## config.mk

```make
export PLATFORM = sky130hd
export DESIGN_NAME = sr_latch_pulse_sched
export DESIGN_NICKNAME = d
export VERILOG_FILES = /design/src/rtl/sr_latch_pulse_sched.sv
export SDC_FILE = /design/constraint.sdc
export NUM_CORES = 1
export LEC_CHECK = 0
export ABC_AREA = 1
export CAP_MARGIN = 15
export CORE_UTILIZATION = 40
export DETAILED_ROUTE_END_ITERATION = 12
export GPL_TIMING_DRIVEN = 0
export HOLD_SLACK_MARGIN = 0.15
export PLACE_DENSITY = 0.81
export SYNTH_ARGS = -nofsm -noshare
export SYNTH_HDL_FRONTEND = slang
export SYNTH_SLANG_ARGS = --single-unit
```

## constraint.sdc

```tcl
create_clock -name clk -period 1.8 [get_ports clk]
set_input_delay 0.18 -clock clk [delete_from_list [all_inputs] [get_ports clk]]
set_output_delay 0.18 -clock clk [all_outputs]
set_load 0.005 [all_outputs]
```

## src/rtl/sr_latch_pulse_sched.sv

```systemverilog
// Round-robin controller for a bank of NAND SR latches with active-low S/R.
// A granted request produces one timed low pulse on a single S or R line,
// followed by an all-high recovery gap and a one-cycle feedback check with ack.
module sr_latch_pulse_sched #(
  parameter int NREQ    = 2,
  parameter int NLATCH  = 8,
  parameter int AW      = 3,
  parameter int PULSE_W = 2,
  parameter int GAP_W   = 1
) (
  input  logic                 clk,
  input  logic                 rst,
  input  logic [NREQ-1:0]      req,
  input  logic [NREQ-1:0]      op,
  input  logic [NREQ*AW-1:0]   addr,
  output logic [NREQ-1:0]      ack,
  output logic [NLATCH-1:0]    s_n,
  output logic [NLATCH-1:0]    r_n,
  input  logic [NLATCH-1:0]    q_fb,
  output logic                 busy,
  output logic                 err,
  input  logic                 err_clr,
  output logic [NLATCH-1:0]    shadow
);

  localparam int PW   = (NREQ > 1) ? $clog2(NREQ) : 1;
  localparam int CMAX = (PULSE_W > GAP_W) ? PULSE_W : GAP_W;
  localparam int CW   = $clog2(CMAX + 1);

  typedef enum logic [1:0] {IDLE, PULSE, RECOVER, CHECK} state_t;

  state_t              r_state;
  state_t              w_state_nxt;
  logic [CW-1:0]       r_cnt;
  logic [CW-1:0]       w_cnt_nxt;
  logic [PW-1:0]       r_ptr;
  logic [PW-1:0]       r_g;
  logic                r_op;
  logic [AW-1:0]       r_addr;

  logic [NREQ-1:0]     r_ack;
  logic [NLATCH-1:0]   r_s_n;
  logic [NLATCH-1:0]   r_r_n;
  logic                r_busy;
  logic                r_err;
  logic [NLATCH-1:0]   r_shadow;

  logic                w_any;
  logic                w_found;
  logic [PW-1:0]       w_gnt;
  logic                w_gnt_op;
  logic [AW-1:0]       w_gnt_addr;
  logic                w_op_cur;
  logic [AW-1:0]       w_addr_cur;
  logic                w_addr_ok;
  logic                w_chk_addr_ok;
  logic                w_q_sel;
  logic                w_chk_ok;
  logic [NLATCH-1:0]   w_s_n_nxt;
  logic [NLATCH-1:0]   w_r_n_nxt;
  logic [NREQ-1:0]     w_ack_nxt;

  assign ack    = r_ack;
  assign s_n    = r_s_n;
  assign r_n    = r_r_n;
  assign busy   = r_busy;
  assign err    = r_err;
  assign shadow = r_shadow;

  assign w_any = |req;

  // Round-robin pick: first request at/after the pointer, else first from bit 0
  always_comb begin
    w_found = 1'b0;
    w_gnt   = '0;
    for (int i = 0; i < NREQ; i++) begin
      if (!w_found && req[i] && (i >= int'(r_ptr))) begin
        w_found = 1'b1;
        w_gnt   = PW'(i);
      end
    end
    for (int i = 0; i < NREQ; i++) begin
      if (!w_found && req[i]) begin
        w_found = 1'b1;
        w_gnt   = PW'(i);
      end
    end
  end

  // Mux the granted requester's op and address
  always_comb begin
    w_gnt_op   = 1'b0;
    w_gnt_addr = '0;
    for (int i = 0; i < NREQ; i++) begin
      if (PW'(i) == w_gnt) begin
        w_gnt_op   = op[i];
        w_gnt_addr = addr[i*AW +: AW];
      end
    end
  end

  // In IDLE the operation being launched is the fresh grant, otherwise the captured one
  assign w_op_cur      = (r_state == IDLE) ? w_gnt_op   : r_op;
  assign w_addr_cur    = (r_state == IDLE) ? w_gnt_addr : r_addr;
  assign w_addr_ok     = (int'(w_addr_cur) < NLATCH);
  assign w_chk_addr_ok = (int'(r_addr) < NLATCH);

  // Select the feedback bit of the latch under check
  always_comb begin
    w_q_sel = 1'b0;
    for (int i = 0; i < NLATCH; i++) begin
      if (int'(r_addr) == i) w_q_sel = q_fb[i];
    end
  end

  assign w_chk_ok = w_chk_addr_ok && (w_q_sel == r_op);

  // Next-state and phase counter
  always_comb begin
    w_state_nxt = r_state;
    w_cnt_nxt   = r_cnt;
    case (r_state)
      IDLE: begin
        if (w_any) begin
          w_state_nxt = PULSE;
          w_cnt_nxt   = CW'(PULSE_W);
        end
      end
      PULSE: begin
        if (r_cnt == CW'(1)) begin
          w_state_nxt = RECOVER;
          w_cnt_nxt   = CW'(GAP_W);
        end else begin
          w_cnt_nxt = r_cnt - 1'b1;
        end
      end
      RECOVER: begin
        if (r_cnt == CW'(1)) begin
          w_state_nxt = CHECK;
          w_cnt_nxt   = '0;
        end else begin
          w_cnt_nxt = r_cnt - 1'b1;
        end
      end
      CHECK: begin
        w_state_nxt = IDLE;
        w_cnt_nxt   = '0;
      end
      default: begin
        w_state_nxt = IDLE;
        w_cnt_nxt   = '0;
      end
    endcase
  end

  // Output values for the next cycle; at most one line low, only while pulsing a valid address
  always_comb begin
    w_s_n_nxt = '1;
    w_r_n_nxt = '1;
    w_ack_nxt = '0;
    if (w_state_nxt == PULSE && w_addr_ok) begin
      for (int i = 0; i < NLATCH; i++) begin
        if (int'(w_addr_cur) == i) begin
          if (w_op_cur) w_s_n_nxt[i] = 1'b0;
          else          w_r_n_nxt[i] = 1'b0;
        end
      end
    end
    if (w_state_nxt == CHECK) w_ack_nxt = NREQ'(1) << r_g;
  end

  // Control state, registered outputs, sticky error and shadow image
  always_ff @(posedge clk or posedge rst) begin
    if (rst) begin
      r_state  <= IDLE;
      r_cnt    <= '0;
      r_ptr    <= '0;
      r_s_n    <= '1;
      r_r_n    <= '1;
      r_ack    <= '0;
      r_busy   <= 1'b0;
      r_err    <= 1'b0;
      r_shadow <= '0;
    end else begin
      r_state <= w_state_nxt;
      r_cnt   <= w_cnt_nxt;
      r_s_n   <= w_s_n_nxt;
      r_r_n   <= w_r_n_nxt;
      r_ack   <= w_ack_nxt;
      r_busy  <= (w_state_nxt != IDLE);
      if (r_state == IDLE && w_any) begin
        r_ptr <= (int'(w_gnt) == NREQ - 1) ? '0 : w_gnt + 1'b1;
      end
      if (r_state == CHECK && !w_chk_ok) r_err <= 1'b1;
      else if (err_clr)                  r_err <= 1'b0;
      if (r_state == CHECK && w_chk_addr_ok) begin
        for (int i = 0; i < NLATCH; i++) begin
          if (int'(r_addr) == i) r_shadow[i] <= r_op;
        end
      end
    end
  end

  // Capture the granted operation; held until the next grant
  always_ff @(posedge clk) begin
    if (r_state == IDLE && w_any) begin
      r_op   <= w_gnt_op;
      r_addr <= w_gnt_addr;
      r_g    <= w_gnt;
    end
  end

endmodule
```

==> results of run 1 <==
[power by group through the flow]
stage	sequential [uW]	clock, uW	combinational [uW]
after global placement	1350	0	1500
after global routing	1380	641	1750
after CTS	1350	609	1560
after floorplan	1360	0	922
after detailed placement	1360	0	1550
final	1340	593	1540
[layout make-up]
type | count | share of cell area
Buffer | 3 | 0.009784
Clock buffer | 6 | 0.03399
Sequential cell | 38 | 0.4099
Tap cell | 50 | 0.02575
Multi-Input combinational cell | 127 | 0.2693
Inverter | 23 | 0.03759
Clock inverter | 2 | 0.004634
Timing Repair Buffer | 49 | 0.2091
[layer usage]
| layer | global-route usage | up-vias |
|---|---|---|
| met1 | 0.2219 | 629 |
| met5 | 0 | - |
| met3 | 0.04000 | 4 |
| li1 | - | 728 |
| met2 | 0.2831 | 46 |
| met4 | 0.08854 | 0 |
[worst max-delay path by stage]
stage	from	end	slack (ns)
finish	r_cnt[0]	s_n[0]	0.26
global placement	rst	r_ptr	0.21
global route	r_cnt[0]	s_n[7]	0.07
CTS	r_cnt[0]	s_n[3]	0.24
floorplan	r_state[1]	r_addr[0]	0.48
detailed placement	req[0]	r_n[7]	0.19
[sequential cells by signal, indices dropped and copies added (netlist names), 2 cells and up]
name	flops
shadow	8
r_addr	3
r_state	2
s_n	8
ack	2
r_cnt	2
r_n	8
[cell usage in the layout, fill, tap and decap left out, types with 2 or more instances in the layout]
cell	Yosys	layout
inv_1	15	15
a21oi_1	4	4
clkbuf_8	0	6
inv_2	5	5
ha_1	2	2
o21ai_0	6	6
inv_4	2	3
nand2_1	53	53
nand3_1	5	5
nor2_2	3	3
dfrtp_1	17	17
dfstp_2	16	16
nand2_2	5	5
nor2_1	23	23
nand4_1	10	10
nor4_2	2	2
edfxtp_1	5	5
clkdlybuf4s50_1	0	48
o21ai_2	3	3
[synthesized netlist by cell type (all sizes together)]
cell    count  area, um^2
nand2      59       241.5
dfrtp      17       425.4
edfxtp      5       150.1
ha          2       25.02
nor4        2       25.02
or2         1       6.260
o21ai      10       72.58
o32ai       1       8.760
nand3       6       35.03
dfstp      16       420.4
nand4      11       75.07
nand3b      1       7.510
nor3        1       5.000
o22ai       1       6.260
inv        22       87.58
clkinv      1       3.750
nor2       27       116.4
a21oi       4       20.02
a32o        1       10.01
buf         3       23.77
[through the flow]
stage	util	power (uW)	area [um^2]	hold WS, ns
3_5_place_dp	0.5677	2911	2336	0.4622
5_1_grt	0.5905	3775	2430	0.3353
6_report	0.5905	3474	2430	0.2786
3_3_place_gp	0.5610	2853	2308	0.4632
4_1_cts	0.5905	3513	2430	0.2995
2_1_floorplan	-	2279	1765	0.2970
[worst max-delay path, cell delays in order (launching register included)]
cell and delay, ns:
dfrtp_1 0.41, ha_1 0.26, nand2_1 0.10, nand2_1 0.05, inv_1 0.08, nand2_1 0.13
nor2_2 0.34, nand2_1 0.10
[logic make-up (layout without fill, tap and decap cells)]
| logic type | count (synthesis) | in the layout | share of synthesized area |
|---|---|---|---|
| simple gates | 108 | 108 | 0.2899 |
| flops | 38 | 38 | 0.5641 |
| buf+inv | 26 | 83 | 0.06520 |
| compound gates | 17 | 17 | 0.06663 |
| fa+ha+maj | 2 | 2 | 0.01417 |
==> summary.md, run 1 <==
| Metric | Value |
|---|---|
| Largest net degree at the start of global routing | 20 |
| RSZ-0062 raised after global routing | no |
| Metal-1 WL | ~1600 um |
| Die Y | 68.44 um |
| Final setup viols | 0 |
| Part of the power in combinational logic | 0.443 |
| Post-DR vias/cell | 4.721 |
| Worst-case reg-to-reg path depth | 7 |
| Hold WC Path Type | in -> async |
| Final ANT Viol Nets | 0 |
| Pins Over Slew Limit | 0 |
| CTS tree | built |
| Sequential power share | 0.386 |
| Clk root buf | clkbuf_8 |
| Maximum VDD drop | ~740 uV |
| Kind of critical path | reg -> reg |
| Layout Skew | about 0.0091 ns |
| 1st-iter DRT viols | 78 |
| Final worst slack | about 0.26 ns |
| Pre-antenna DRT Iters | 4 |
| Post-place setup slack | 0.1906 ns |
| CP Data Required Time | 2.01 ns |
| Final Routed Wirelength | 3492 um |
| Placed Cells | 290 |
| Detailed-route via count | around 1,400 |
| Power Density | 1430 nW/um^2 |
| Core ar. | 4115 um^2 |
| HPWL Detailed | 2730 um |
| R2r setup slk | 0.26 ns |
| Least-Margin Pin Slew | 0.6619 ns |
| Status | finished, final reports clean |
| NetSw | 1279 uW |
| Max Freq | 648.9 MHz |
| Final GP Congestion | 0.8930 |
| Die Wd | 68.44 um |
| Port-buffer cells | 48 |
| Max-cap violations | 0 |
| CP Max Fanout | 8 |
| Final #Nets | 270 |
| Final Critical Period | 1.541 ns |
| Initial Utilization | 0.4290 |
| Postcts setup bufs | 0 |
| Worst-skew pair later-pin latency | 0.29 ns |
| Clock power share | 0.171 |
| Synth Warn # | 0 |
| Final hold violations | 0 |
| # diodes | 0 |
| Die Area | 4683 um^2 |
| GR Overflow Total | 0 |
| Final period util | 0.8561 |
| Yosys reg bits | 38 |
| Vias in the first global route | 1,372 |
| Worst-case clock buffer depth | 2 |
| First-pass GRT wire length | around 6000 um |
| Syn nets | roughly 210 |
| Internal | 2195 uW |
| Unique masters post-synth | 32 |
| Total negative slack | 0 ns |
| Layout area overhead | 37.63% |
| Met3 routed WL | 214 um |
| IO Pins | 49 |
| Syn Area/Cell | 9.243 um^2 |
| DR WL/cell | 11.72 um |
| Multi-input combinational cell area | around 650 um^2 |
| H-tree levels | 2 |
| Total global-route track usage | 0.1766 |
| Register area | 996.0 um^2 |
| Uppermost routed layer | met4 |
| Antenna violations before repair | 0 |
| TritonCTS buffer count | 5 |
| Clock sink count | 38 |
| Layout Cells excl Fill | around 300 |
| Crit end category | flip-flop |
| CTS Hold Bufs | 0 |
| Pleak | 0.001079 uW |
| Synth Instances | 191 |
| Netlist Area Pre-Place | 1765 um^2 |
| Worst r2r src | r_cnt[0] |
| Switching part of the total power | 0.3682 |
| Fillers | 365 |
| Startpoint types | flip-flop |
| Critical path arrival | 1.75 ns |
| WL met2 | ~1600 um |
| Resize count post-CTS | 0 |
| Clock transition at path regs | 0.08 ns |
| Share of post-route cells with drive strength above 1 | 0.2137 |
| Rel. slew slack | 0.5583 |
| Num rows | 23 |
| Drt drc | 0 |
| Register area share after synthesis | 0.5641 |
| Worst R2R End | s_n[0] |
Note: power is estimated with default switching activity, not from simulation.
==> inputs of run 2 (changes only) <==
--- a/config.mk
+++ b/config.mk
@@ -6,7 +6,7 @@
 export NUM_CORES = 1
 export LEC_CHECK = 0
 export ABC_AREA = 1
-export CAP_MARGIN = 15
+export CAP_MARGIN = 20
 export CORE_UTILIZATION = 40
 export DETAILED_ROUTE_END_ITERATION = 12
 export GPL_TIMING_DRIVEN = 0
==> summary.md, run 2 (same netlist as run 1, synthesis figures left out) <==
| Metric | Value |
|---|---|
| Max-cap violations | 0 |
| Drt drc | 0 |
| Final #Nets | 270 |
| Worst-case clock buffer depth | 2 |
| Fin area | 2430 um^2 |
| Detailed-route via count | 1,407 |
| TritonCTS buffer count | 5 |
| Final Critical Period | 1.541 ns |
| Fillers | 365 |
| Final Power | between 3000 and 4000 uW |
| Multi-input combinational cell area | approximately 650 um^2 |
| Rel. slew slack | 0.5583 |
| CP cell instances | ha_1 -> nand2_1 -> nand2_1 -> inv_1 -> nand2_1 -> nor2_2 -> nand2_1 |
| Least-Margin Pin Slew | 0.6619 ns |
| # diodes | 0 |
| Switching part of the total power | 0.3682 |
| Largest net degree at the start of global routing | 20 |
| Pre-antenna DRT Iters | 4 |
| Final Routed Wirelength | 3492 um |
| Share of post-route cells with drive strength above 1 | 0.2137 |
| HPWL Detailed | 2730 um |
| H-tree levels | 2 |
| Die Area | 4683 um^2 |
| Pleak | 0.001079 uW |
| Die Y | 68.44 um |
| Initial Utilization | 0.4290 |
| Placed Cells | 290 |
| Layout area overhead | 37.63% |
| Antenna violations before repair | 0 |
| 1st-iter DRT viols | between 70 and 80 |
| CP peak stage delay | slightly above 0.4 ns |
| Slowest CP cell | dfrtp_1 |
| Power Density | 1430 nW/um^2 |
| Kind of critical path | reg -> reg |
| Worst-skew pair later-pin latency | between 0.2 and 0.3 ns |
| Clock sink count | 38 |
| R2r setup slk | 0.26 ns |
| Total global-route track usage | 0.1766 |
| Resize count post-CTS | 0 |
| Clock power share | 0.171 |
| CP Data Required Time | 2.01 ns |
| Hold WC Path Type | in -> async |
| CP dominant cell by count | nand2_1 |
| Post-DR vias/cell | 4.721 |
| Sequential power share | 0.386 |
| Final period util | 0.8561 |
| CP Max Fanout | 8 |
| NetSw | ~1300 uW |
| GR Overflow Total | 0 |
| CTS tree | built |
| Part of the power in combinational logic | 0.443 |
| Clk root buf | clkbuf_8 |
| Maximum VDD drop | 740.2 uV |
| Status | finished, final reports clean |
| Internal | 2195 uW |
| Layout Cells excl Fill | 298 |
| Port-buffer cells | 48 |
| Vias in the first global route | 1,372 |
| Core ar. | 4115 um^2 |
| IO Pins | between 40 and 50 |
| Final ANT Viol Nets | 0 |
| Final GP Congestion | 0.8930 |
| Max Freq | between 600 and 700 MHz |
| CTS Hold Bufs | 0 |
| Pins Over Slew Limit | 0 |
| Startpoint types | flip-flop |
| Layout Skew | 0.009137 ns |
| Die Wd | 68.44 um |
| Most frequent cells in the layout | nand2_1 (53), clkdlybuf4s50_1 (48), nor2_1 (23) |
| Num rows | 23 |
| DP Area | 2336 um^2 |
| Final hold violations | 0 |
| Total negative slack | 0 ns |
| Final setup viols | 0 |
| RSZ-0062 raised after global routing | no |
| DR WL/cell | 11.72 um |
| Crit end category | flip-flop |
| Register area | 996.0 um^2 |
| Clock transition at path regs | 0.08 ns |
| Critical path arrival | 1.75 ns |
| Commonest non-fill, non-tap cell in the layout | nand2_1 |
| Postcts setup bufs | 0 |
| First-pass GRT wire length | 5954 um |
run 2: power groups by stage:
| stage | combinational (uW) | clock (uW) | sequential (uW) |
|---|---|---|---|
| final | 1540 | 593 | 1340 |
| after global routing | 1750 | 641 | 1380 |
| after CTS | 1560 | 609 | 1350 |
| after detailed placement | 1550 | 0 | 1360 |
| after global placement | 1500 | 0 | 1350 |
| after floorplan | 922 | 0 | 1360 |
run 2: path summary, 6_finish.rpt:
| path | from | end | cells past startpoint |
|---|---|---|---|
| max in group asynchronous | rst | s_n[3] | 3 |
| max reg2reg | r_cnt[0] | s_n[0] | 7 |
| min in group clk | r_g | ack[0] | 1 |
| max | r_cnt[0] | s_n[0] | 7 |
| min | rst | shadow[5] | 2 |
| min reg2reg | r_g | ack[0] | 1 |
run 2: metal layers:
metal / share of wire / vias up / global-route usage
met1: 0.46 / 629 / 0.2219
met3: 0.061 / 4 / 0.04000
met5: 0 / - / 0
met4: 0.013 / 0 / 0.08854
li1: - / 728 / -
met2: 0.46 / 46 / 0.2831
run 2: cell type report:
type,count,share of cell area
multi-input combinational,127,0.2693
buffer,3,0.009784
timing repair buffer,49,0.2091
clock buffer,6,0.03399
inverter,23,0.03759
clock inverter,2,0.004634
tap,50,0.02575
sequential,38,0.4099
run 2: worst max-delay path: cells and delay by family (launching register included):
kind / cells / cell delay, ns
AND/OR/NAND/NOR: 5 / 0.72
flip-flops: 1 / 0.41
buffers and inverters: 1 / 0.08
adder cells (fa/ha/maj): 1 / 0.26
run 2: stage by stage:
stage / worst slack (ns) / hold WS, ns / utilization
3_5_place_dp: 0.1906 / 0.4622 / 0.5677
6_report: 0.2590 / 0.2786 / 0.5905
4_1_cts: 0.2441 / 0.2995 / 0.5905
3_3_place_gp: 0.2110 / 0.4632 / 0.5610
2_1_floorplan: 0.4760 / 0.2970 / -
5_1_grt: 0.07090 / 0.3353 / 0.5905
